$ cat src/rtl/tipi_xfer_ctrl.sv
// tipi_xfer_ctrl: TIPI byte-channel sequencer between the TI bus and the RPi.
// Optional PUSH/PULL watchdog: define TIPI_TIMEOUT_EN.
module tipi_xfer_ctrl #(
   parameter int unsigned SYNC_STAGES    = 2,
   parameter logic [7:0]  RESET_CODE     = 8'hF1,
   parameter int unsigned TIMEOUT_CYCLES = 50_000_000
) (
   input  logic        clk,
   input  logic        rst,
   input  logic [15:0] ti_a,
   input  logic [7:0]  ti_data,
   input  logic        ti_memen,
   input  logic        ti_we,
   input  logic        ti_reset,
   output logic [7:0]  out_data,
   output logic        out_valid,
   input  logic        out_ready,
   input  logic [7:0]  in_data,
   input  logic        in_valid,
   output logic        in_ready,
   output logic [7:0]  rpi_rd,
   output logic [7:0]  rpi_rc,
   output logic        busy,
   output logic        timeout_err
);

   localparam logic [1:0] S_IDLE = 2'd0;
   localparam logic [1:0] S_PUSH = 2'd1;
   localparam logic [1:0] S_PULL = 2'd2;
   localparam logic [1:0] S_ACK  = 2'd3;

   localparam logic [15:0] A_TD = 16'h5fff;
   localparam logic [15:0] A_TC = 16'h5ffd;

   logic [SYNC_STAGES-1:0] we_sync;
   logic [SYNC_STAGES-1:0] memen_sync;
   logic [SYNC_STAGES-1:0] tirst_sync;
   logic                   we_last;
   logic [15:0]            a_q;
   logic [7:0]             d_q;

   logic we_s;
   logic memen_s;
   logic tirst_s;
   logic clr;
   logic wr_ev;
   logic wr_td;
   logic wr_tc;

   logic [1:0] state;
   logic [7:0] td;
   logic [7:0] tc;
   logic [7:0] cmd;
   logic       tc_new;
   logic       abort;
   logic       tmo_hit;

   // Synchronisers idle high so a released bus never looks like a strobe.
   always_ff @(posedge clk) begin
      if (rst) begin
         we_sync    <= '1;
         memen_sync <= '1;
         tirst_sync <= '1;
         we_last    <= 1'b1;
         a_q        <= '0;
         d_q        <= '0;
      end else begin
         we_sync    <= {we_sync[SYNC_STAGES-2:0], ti_we};
         memen_sync <= {memen_sync[SYNC_STAGES-2:0], ti_memen};
         tirst_sync <= {tirst_sync[SYNC_STAGES-2:0], ti_reset};
         we_last    <= we_s;
         a_q        <= ti_a;
         d_q        <= ti_data;
      end
   end

   assign we_s    = we_sync[SYNC_STAGES-1];
   assign memen_s = memen_sync[SYNC_STAGES-1];
   assign tirst_s = tirst_sync[SYNC_STAGES-1];
   assign clr     = rst | ~tirst_s;

   assign wr_ev = we_last & ~we_s & ~memen_s;
   assign wr_td = wr_ev & (a_q == A_TD);
   assign wr_tc = wr_ev & (a_q == A_TC);

   assign abort = tc_new & (tc == RESET_CODE);

`ifdef TIPI_TIMEOUT_EN
   logic [31:0] tmo_cnt;

   always_ff @(posedge clk) begin
      if (clr) begin
         tmo_cnt <= '0;
      end else if (state == S_PUSH || state == S_PULL) begin
         tmo_cnt <= tmo_cnt + 32'd1;
      end else begin
         tmo_cnt <= '0;
      end
   end

   assign tmo_hit = (tmo_cnt == TIMEOUT_CYCLES - 32'd1);
`else
   assign tmo_hit = 1'b0;
`endif

   always_ff @(posedge clk) begin
      if (clr) begin
         state       <= S_IDLE;
         td          <= '0;
         tc          <= '0;
         cmd         <= '0;
         tc_new      <= 1'b0;
         out_data    <= '0;
         out_valid   <= 1'b0;
         in_ready    <= 1'b0;
         rpi_rd      <= '0;
         rpi_rc      <= '0;
         busy        <= 1'b0;
         timeout_err <= 1'b0;
      end else begin
         unique case (state)
            S_IDLE: begin
               if (tc_new) begin
                  tc_new <= 1'b0;
                  cmd    <= tc;
                  if (tc == RESET_CODE) begin
                     rpi_rc <= RESET_CODE;
                     rpi_rd <= '0;
                  end else if (tc != rpi_rc) begin
                     busy <= 1'b1;
                     if (!tc[0]) begin
                        out_data  <= td;
                        out_valid <= 1'b1;
                        state     <= S_PUSH;
                     end else begin
                        in_ready <= 1'b1;
                        state    <= S_PULL;
                     end
                  end
               end
            end
            S_PUSH, S_PULL: begin
               if (abort) begin
                  out_valid <= 1'b0;
                  in_ready  <= 1'b0;
                  tc_new    <= 1'b0;
                  rpi_rc    <= RESET_CODE;
                  rpi_rd    <= '0;
                  busy      <= 1'b0;
                  state     <= S_IDLE;
               end else if (out_valid && out_ready) begin
                  out_valid <= 1'b0;
                  state     <= S_ACK;
               end else if (in_ready && in_valid) begin
                  in_ready <= 1'b0;
                  rpi_rd   <= in_data;
                  state    <= S_ACK;
               end else if (tmo_hit) begin
                  out_valid   <= 1'b0;
                  in_ready    <= 1'b0;
                  timeout_err <= 1'b1;
                  busy        <= 1'b0;
                  state       <= S_IDLE;
               end
            end
            S_ACK: begin
               rpi_rc <= cmd;
               busy   <= 1'b0;
               state  <= S_IDLE;
            end
         endcase

         // A new write always wins over the FSM consuming the previous one.
         if (wr_td) begin
            td <= d_q;
         end
         if (wr_tc) begin
            tc          <= d_q;
            tc_new      <= 1'b1;
            timeout_err <= 1'b0;
         end
      end
   end

endmodule

$ cat config.mk
export PLATFORM = sky130hd
export DESIGN_NAME = tipi_xfer_ctrl
export DESIGN_NICKNAME = d
export VERILOG_FILES = /design/src/rtl/tipi_xfer_ctrl.sv
export SDC_FILE = /design/constraint.sdc
export NUM_CORES = 1
export LEC_CHECK = 0
export ABC_AREA = 1
export BUFFER_PORTS_ARGS = -buffer_cell sky130_fd_sc_hd__buf_2
export CORE_MARGIN = 2
export CORE_UTILIZATION = 50
export DETAILED_ROUTE_END_ITERATION = 10
export PLACE_DENSITY = 0.74
export SETUP_SLACK_MARGIN = 0.3
export SLEW_MARGIN = 5
export SYNTH_ARGS = -nofsm -noshare
export SYNTH_HDL_FRONTEND = slang
export SYNTH_SLANG_ARGS = --single-unit
$ cat constraint.sdc
create_clock -name clk -period 3.8 [get_ports clk]
set_clock_uncertainty 0.2 [all_clocks]
set_input_delay 0.38 -clock clk [delete_from_list [all_inputs] [get_ports clk]]
set_output_delay 0.38 -clock clk [all_outputs]
set_load 0.02 [all_outputs]
==> flow_metrics.env, run 1 <==
export IMPL_outcome="finished clean"
export IMPL_cts_buffer_depth=2
export IMPL_dieHeight_um=83.8
export IMPL_antenna_found_initial=0
export IMPL_setup_viol=0
export IMPL_yosysMostFrequentCell="dfxtp_1"
export IMPL_grt_start_max_net_pins=32
export IMPL_grt_usage_pct=18.3
export IMPL_vias_per_cell=4.79
export IMPL_dieArea_sq_um=7020
export IMPL_syn_to_final_growth_pct=18.4
export IMPL_yosysWarnings=0
export IMPL_grtUsageMet2_pct=30.3
export IMPL_grt_util_met3_pct=4.06
export IMPL_ant_nets=0
export IMPL_slowest_delay_ps=370
export IMPL_worstPathArrival_ps=2090
export IMPL_cp_start_kind="register"
export IMPL_path_depth=7
export IMPL_crit_slowest_cell="nor2_2"
export IMPL_critPathKind="register to register"
export IMPL_drive_gt1_share_pct=21.8
export IMPL_worst_setup_path_end_kind="register"
export IMPL_slew_violations=0
export IMPL_rows=29
export IMPL_grt_most_used_layer="met2"
export IMPL_routed_wl_um=6080
export IMPL_fin_ws_ps=1720
export IMPL_avgRoutedWirePerCell_um=11.1
export IMPL_multi_input_area_sq_um=1200
export IMPL_globalplace_congestion=0.823
export IMPL_worstHoldPathType="input pin to register"
export IMPL_ys_top_cells_by_count="dfxtp_1 (85), nand2_1 (55), inv_1 (54)"
export IMPL_vdd_ir_drop_max_mv=0.315
export IMPL_tightest_slew_ps=671
export IMPL_finalCritPeriodShare_pct=54.6
export IMPL_path_common_cell="nand2_1"
export IMPL_path_delay_family="simple AND/OR/NAND/NOR gates"
export IMPL_worstRegToRegCells=7
export IMPL_hold_viol_final=0
export IMPL_io_buffers=65
export IMPL_cts_root_buf="clkbuf_8"
export IMPL_final_util_pct=60.4
export IMPL_yosys_top_cells_area="dfxtp_1 (53%), a21oi_1 (7.7%), nand2_1 (6.5%)"
export IMPL_synth_seq_area_share_pct=53.5
export IMPL_synth_seq_cells=85
export IMPL_fillCellCount=570
export IMPL_clock_sinks=85
export IMPL_n_antenna_cell=0
export IMPL_cts_made_buffers=9
export IMPL_core_sq_um=6240
export IMPL_synth_edf_count=0
export IMPL_synthFlopType="dfxtp_1"
export IMPL_synth_top_area_cell="dfxtp_1"
export IMPL_maxCapViolCount=0
export IMPL_tritoncts="done"
export IMPL_grt_pass1_wl_um=10500
export IMPL_drtIter0Drc=158
export IMPL_die_w_um=83.8
export IMPL_grt_pass1_vias=2389
export IMPL_grt_use_met1_pct=23.0
export IMPL_ys_types=29
export IMPL_layout_nets=505
export IMPL_syn_num_nets=439
export IMPL_fin_setup_tns_ps=0
export IMPL_hold_buffers=2
export IMPL_worstPathCellList="inv_1 -> ha_1 -> nand2_1 -> nor2_2 -> nand2_1 -> nand2_1 -> a21oi_1"
export IMPL_cts_resized=0
export IMPL_clock_latency_ps=350
export IMPL_fmax_ghz=0.482
export IMPL_power_leakage_uw=0.00169
export IMPL_dr_pass1_iters=4
export IMPL_cp_data_required_time_ps=3820
export IMPL_slew_headroom_pct=55.2
export IMPL_clkTransAtPathRegs_ps=80
export IMPL_htree_levels=3
export IMPL_synthArstFlopShare_pct=0
export IMPL_whs_path_depth=2
export IMPL_hpwl_um=4340
export IMPL_fin_crit_ps=2080
export IMPL_cts_setup_buffers=0
export IMPL_regArea_sq_um=1700
export IMPL_power_density_nw_per_um2=424
export IMPL_syn_area_sq_um=3180
export IMPL_syn_inst=397
export IMPL_cp_num_buf_inv=1
export IMPL_yosys_area_top_type_share_pct=53.5
export IMPL_grt_ovfl_total=0
export IMPL_drc=0
export IMPL_start_util_pct=51.0
export IMPL_power_uw=1600
export IMPL_vias=2612
export IMPL_path_max_fanout=10
export IMPL_post_place_ws_ps=1370
export IMPL_ioPinCount=67
export IMPL_avgSynthCellArea_sq_um=8.01
export IMPL_rsz0062_at_grt="false"
==> through the flow <==
stage	std cells	cell area, sq um	hold slack [ps]
6_report	545	3770	15.6
2_1_floorplan	397	3180	189
3_3_place_gp	527	3550	194
4_1_cts	545	3770	2.75
3_5_place_dp	527	3550	192
5_1_grt	545	3770	7.87
==> layout by cell type (no fill, tap or decap), types with 2 or more instances in the layout <==
master	synthesis	final
dfxtp_1	85	85
buf_2	4	65
nand2_1	55	55
inv_1	54	54
a21oi_1	49	49
nor2_1	40	40
o21ai_0	30	30
nand3_1	26	26
clkbuf_8	0	10
or2_2	6	6
nand4_1	5	5
xnor2_1	5	5
nor2_2	4	4
nor3_1	3	3
nand2_2	3	3
inv_2	3	3
a211oi_1	3	3
ha_1	3	3
nand2_4	2	2
clkinv_4	1	2
clkinv_2	0	2
dlygate4sd3_1	0	2
==> cell families after synthesis <==
| kind of cell | Yosys count | share of synthesized area, % |
|---|---|---|
| other cells | 1 | 0.118 |
| fa+ha+maj | 3 | 1.18 |
| flops | 85 | 53.5 |
| compound gates | 86 | 14.0 |
| simple gates | 147 | 21.1 |
| xor+xnor | 5 | 1.38 |
| buf+inv | 70 | 8.69 |
==> metal layers <==
layer	part of all wire (%)	vias up	wire length [um]
met1	46	1139	2780
met2	48	70	2920
li1	-	1398	-
met5	0	-	0
met3	5.4	5	330
met4	0.81	0	49
==> final timing paths <==
path               from     endpoint  slack, ps
max reg2reg    state[0]  out_data[2]       1720
min reg2reg  we_sync[1]      we_last        210
max            state[0]  out_data[2]       1720
min               ti_we   we_sync[0]         20
==> area by class of cell <==
cell class | count | area share [%]
multi-input cells | 242 | 31.9
clock buffers | 11 | 3.75
flip-flops and latches | 85 | 45.2
well taps | 77 | 2.56
clock inverters | 5 | 1.53
repair buffers | 67 | 9.16
inverters | 58 | 5.91
==> power by group <==
part / leakage (uW) / total (uW) / internal, uW / switching (uW)
Combinational: 0.000891 / 55.0 / 25.1 / 29.9
Clock: 0.000104 / 632 / 323 / 308
Sequential: 0.000693 / 913 / 907 / 5.91
==> registers in the layout, indices dropped and copies added, names as in the netlist <==
name,flops
out_valid,1
memen_sync,2
a_q,16
rpi_rd,8
cmd,8
in_ready,1
we_sync,2
out_data,8
state,2
d_q,8
tc_new,1
rpi_rc,8
tc,8
td,8
tirst_sync,2
busy,1
we_last,1
==> worst register-to-register path, cell delays in order, from the launching register on <==
cell and delay, ps:
dfxtp_1 320, inv_1 90, ha_1 310, nand2_1 200
nor2_2 370, nand2_1 270, nand2_1 130, a21oi_1 60
Power figures use the tool's default switching activity.
==> run 2, diff against run 1 <==
--- a/config.mk
+++ b/config.mk
@@ -8,7 +8,7 @@
 export ABC_AREA = 1
 export BUFFER_PORTS_ARGS = -buffer_cell sky130_fd_sc_hd__buf_2
 export CORE_MARGIN = 2
-export CORE_UTILIZATION = 50
+export CORE_UTILIZATION = 48
 export DETAILED_ROUTE_END_ITERATION = 10
 export PLACE_DENSITY = 0.74
 export SETUP_SLACK_MARGIN = 0.3
==> constraint.sdc (replaced) <==
create_clock -name clk -period 1.88 [get_ports clk]
set_clock_uncertainty 0.2 [all_clocks]
set_input_delay 0.188 -clock clk [delete_from_list [all_inputs] [get_ports clk]]
set_output_delay 0.188 -clock clk [all_outputs]
set_load 0.02 [all_outputs]
==> run 2 against run 1 <==
  * Via count increased by 15%
  * Utilization up 11 points
  * Count of clock-buffer cells in the layout fell by 2
  * Sequential power up 100%
  * First-iteration DRC count down 9.5%
  * Critical endpoint is now state[0]
  * Maximum frequency up 22%
  * Largest cell class unchanged
  * Setup slack got worse by 1500 ps
  * Highest routed layer unchanged
  * Register-to-register slack worse by 1500 ps
  * Critical path depth rose by 2
==> flow_metrics.env, run 2 (synthesis results as in run 1) <==
export IMPL_outcome="finished clean"
export IMPL_power_density_nw_per_um2=722
export IMPL_worstPathCellList="nand2_1 -> nor2_4 -> nand3_4 -> nand2_4 -> inv_4 -> nand2_1 -> o21ai_1 -> nor2_1 -> nor2_2"
export IMPL_swShare_pct=24.9
export IMPL_whs_path_depth=6
export IMPL_grt_usage_pct=21.8
export IMPL_hpwl_um=4660
export IMPL_globalplace_congestion=0.863
export IMPL_tritoncts="done"
export IMPL_io_buffers=65
export IMPL_cp_start_kind="register"
export IMPL_r2r_start="tc[7]"
export IMPL_vias_per_cell=4.99
export IMPL_path_common_cell="nand2_1"
export IMPL_setup_viol=0
export IMPL_fin_crit_ps=1700
export IMPL_slowest_delay_ps=380
export IMPL_ioPinCount=67
export IMPL_seqPwrFrac_pct=56.3
export IMPL_die_w_um=85.4
export IMPL_hold_viol_final=0
export IMPL_dieArea_sq_um=7300
export IMPL_dieHeight_um=85.4
export IMPL_grt_pass1_vias=2894
export IMPL_worstRegToRegCells=9
export IMPL_rsz0062_at_grt="true"
export IMPL_cts_buffer_depth=2
export IMPL_vdd_ir_drop_max_mv=0.718
export IMPL_crit_slowest_cell="dfxtp_2"
export IMPL_cts_root_buf="clkbuf_8"
export IMPL_largest_reg_flops=16
export IMPL_path_max_fanout=10
export IMPL_worst_setup_path_end_kind="register"
export IMPL_core_sq_um=6390
export IMPL_clock_latency_ps=360
export IMPL_power_uw=3270
export IMPL_combinationalPowerShare_pct=5.7
export IMPL_dr_pass1_iters=4
export IMPL_grt_ovfl_total=0
export IMPL_vias=3002
export IMPL_start_util_pct=49.8
export IMPL_antenna_found_initial=0
export IMPL_drive_gt1_share_pct=35.4
export IMPL_cts_made_buffers=9
export IMPL_mostFrequentLayoutCells="dfxtp_1 (69), buf_2 (65), inv_1 (44), nand2_1 (44), a21oi_1 (43)"
export IMPL_p_sw_uw=815
export IMPL_intPower_uw=2460
export IMPL_crit_start="tc[7]"
export IMPL_path_delay_family="simple AND/OR/NAND/NOR gates"
export IMPL_finalCritPeriodShare_pct=90.5
export IMPL_worstHoldStart="out_ready"
export IMPL_path_depth=9
export IMPL_layout_nets=562
export IMPL_ant_nets=0
export IMPL_power_share_clock_pct=38.1
export IMPL_critPathKind="register to register"
export IMPL_clock_sinks=85
export IMPL_drtIter0Drc=143
export IMPL_rows=29
export IMPL_syn_to_final_growth_pct=42.5
export IMPL_fin_setup_tns_ps=0
export IMPL_avgRoutedWirePerCell_um=13.1
export IMPL_maxCapViolCount=0
export IMPL_htree_levels=3
export IMPL_drc=0
export IMPL_cp_num_buf_inv=1
export IMPL_worstPathArrival_ps=1760
export IMPL_power_leakage_uw=0.00198
export IMPL_worstHoldPathType="input pin to register"
export IMPL_n_antenna_cell=0
export IMPL_grt_pass1_wl_um=12700
export IMPL_cp_data_required_time_ps=1930
export IMPL_regMostFlops="a_q"
export IMPL_slew_violations=0
export IMPL_final_common_cell="dfxtp_1"
export IMPL_fmax_ghz=0.588
export IMPL_grt_start_max_net_pins=31
export IMPL_fillCellCount=475
export IMPL_routed_wl_um=7860
export IMPL_clkTransAtPathRegs_ps=90
## run 2: what timing repair did
| action | in CTS | in global routing |
|---|---|---|
| pin swaps | 8 | 23 |
| setup endpoints to repair | 37 | 47 |
| gates resized for setup | 30 | 58 |
| hold endpoints to repair | 36 | 0 |
| buffers inserted | 8 | 8 |
| hold buffers | 36 | 0 |
## run 2: worst paths after layout
kind / to / slack, ps
max: state[0] / 180
min: out_valid / 150
max reg2reg: state[0] / 180
min reg2reg: we_sync[1] / 220
## run 2: area by class of cell
type	count	area (sq um)	share of cell area (%)
flip-flops and latches	85	1720	38.0
multi-input cells	242	1400	31.0
repair buffers	124	870	19.2
inverters	58	243	5.35
clock buffers	9	124	2.73
well taps	77	96.3	2.13
clock inverters	7	72.6	1.60
## run 2: tightest hold or removal path, cell delays in order
cell     delay, ps
buf_2           80
nand2_1         80
nand3_1        120
nand3_1         80
nand2_1         60
a21oi_1         50
## run 2: power by group through the flow
| stage | sequential, uW | clock (uW) | combinational, uW |
|---|---|---|---|
| after floorplan | 1880 | 0 | 65.1 |
| after global placement | 1890 | 0 | 118 |
| after detailed placement | 1890 | 0 | 119 |
| after CTS | 1840 | 1280 | 177 |
| after global routing | 1850 | 1360 | 207 |
| final | 1840 | 1250 | 186 |
## run 2: layer usage
metal  part of all wire [%]  GRT usage (%)  wire length [um]
met5                      0              0                 0
met4                    2.1           5.48               164
met3                    4.8           6.42               380
met2                     51           38.3              4030
met1                     42           25.9              3280
## run 2: per-stage QoR
step                      hold WS (ps)  area, sq um  util [%]  instances  setup slack [ps]
after floorplan                   91.8         3200         -        397               307
after global placement             170         3620      56.7        534               158
after detailed placement           172         3620      56.7        534               162
after CTS                          124         4310      67.5        594               304
after global routing               202         4530      71.0        602               115
final                              148         4530      71.0        602               178
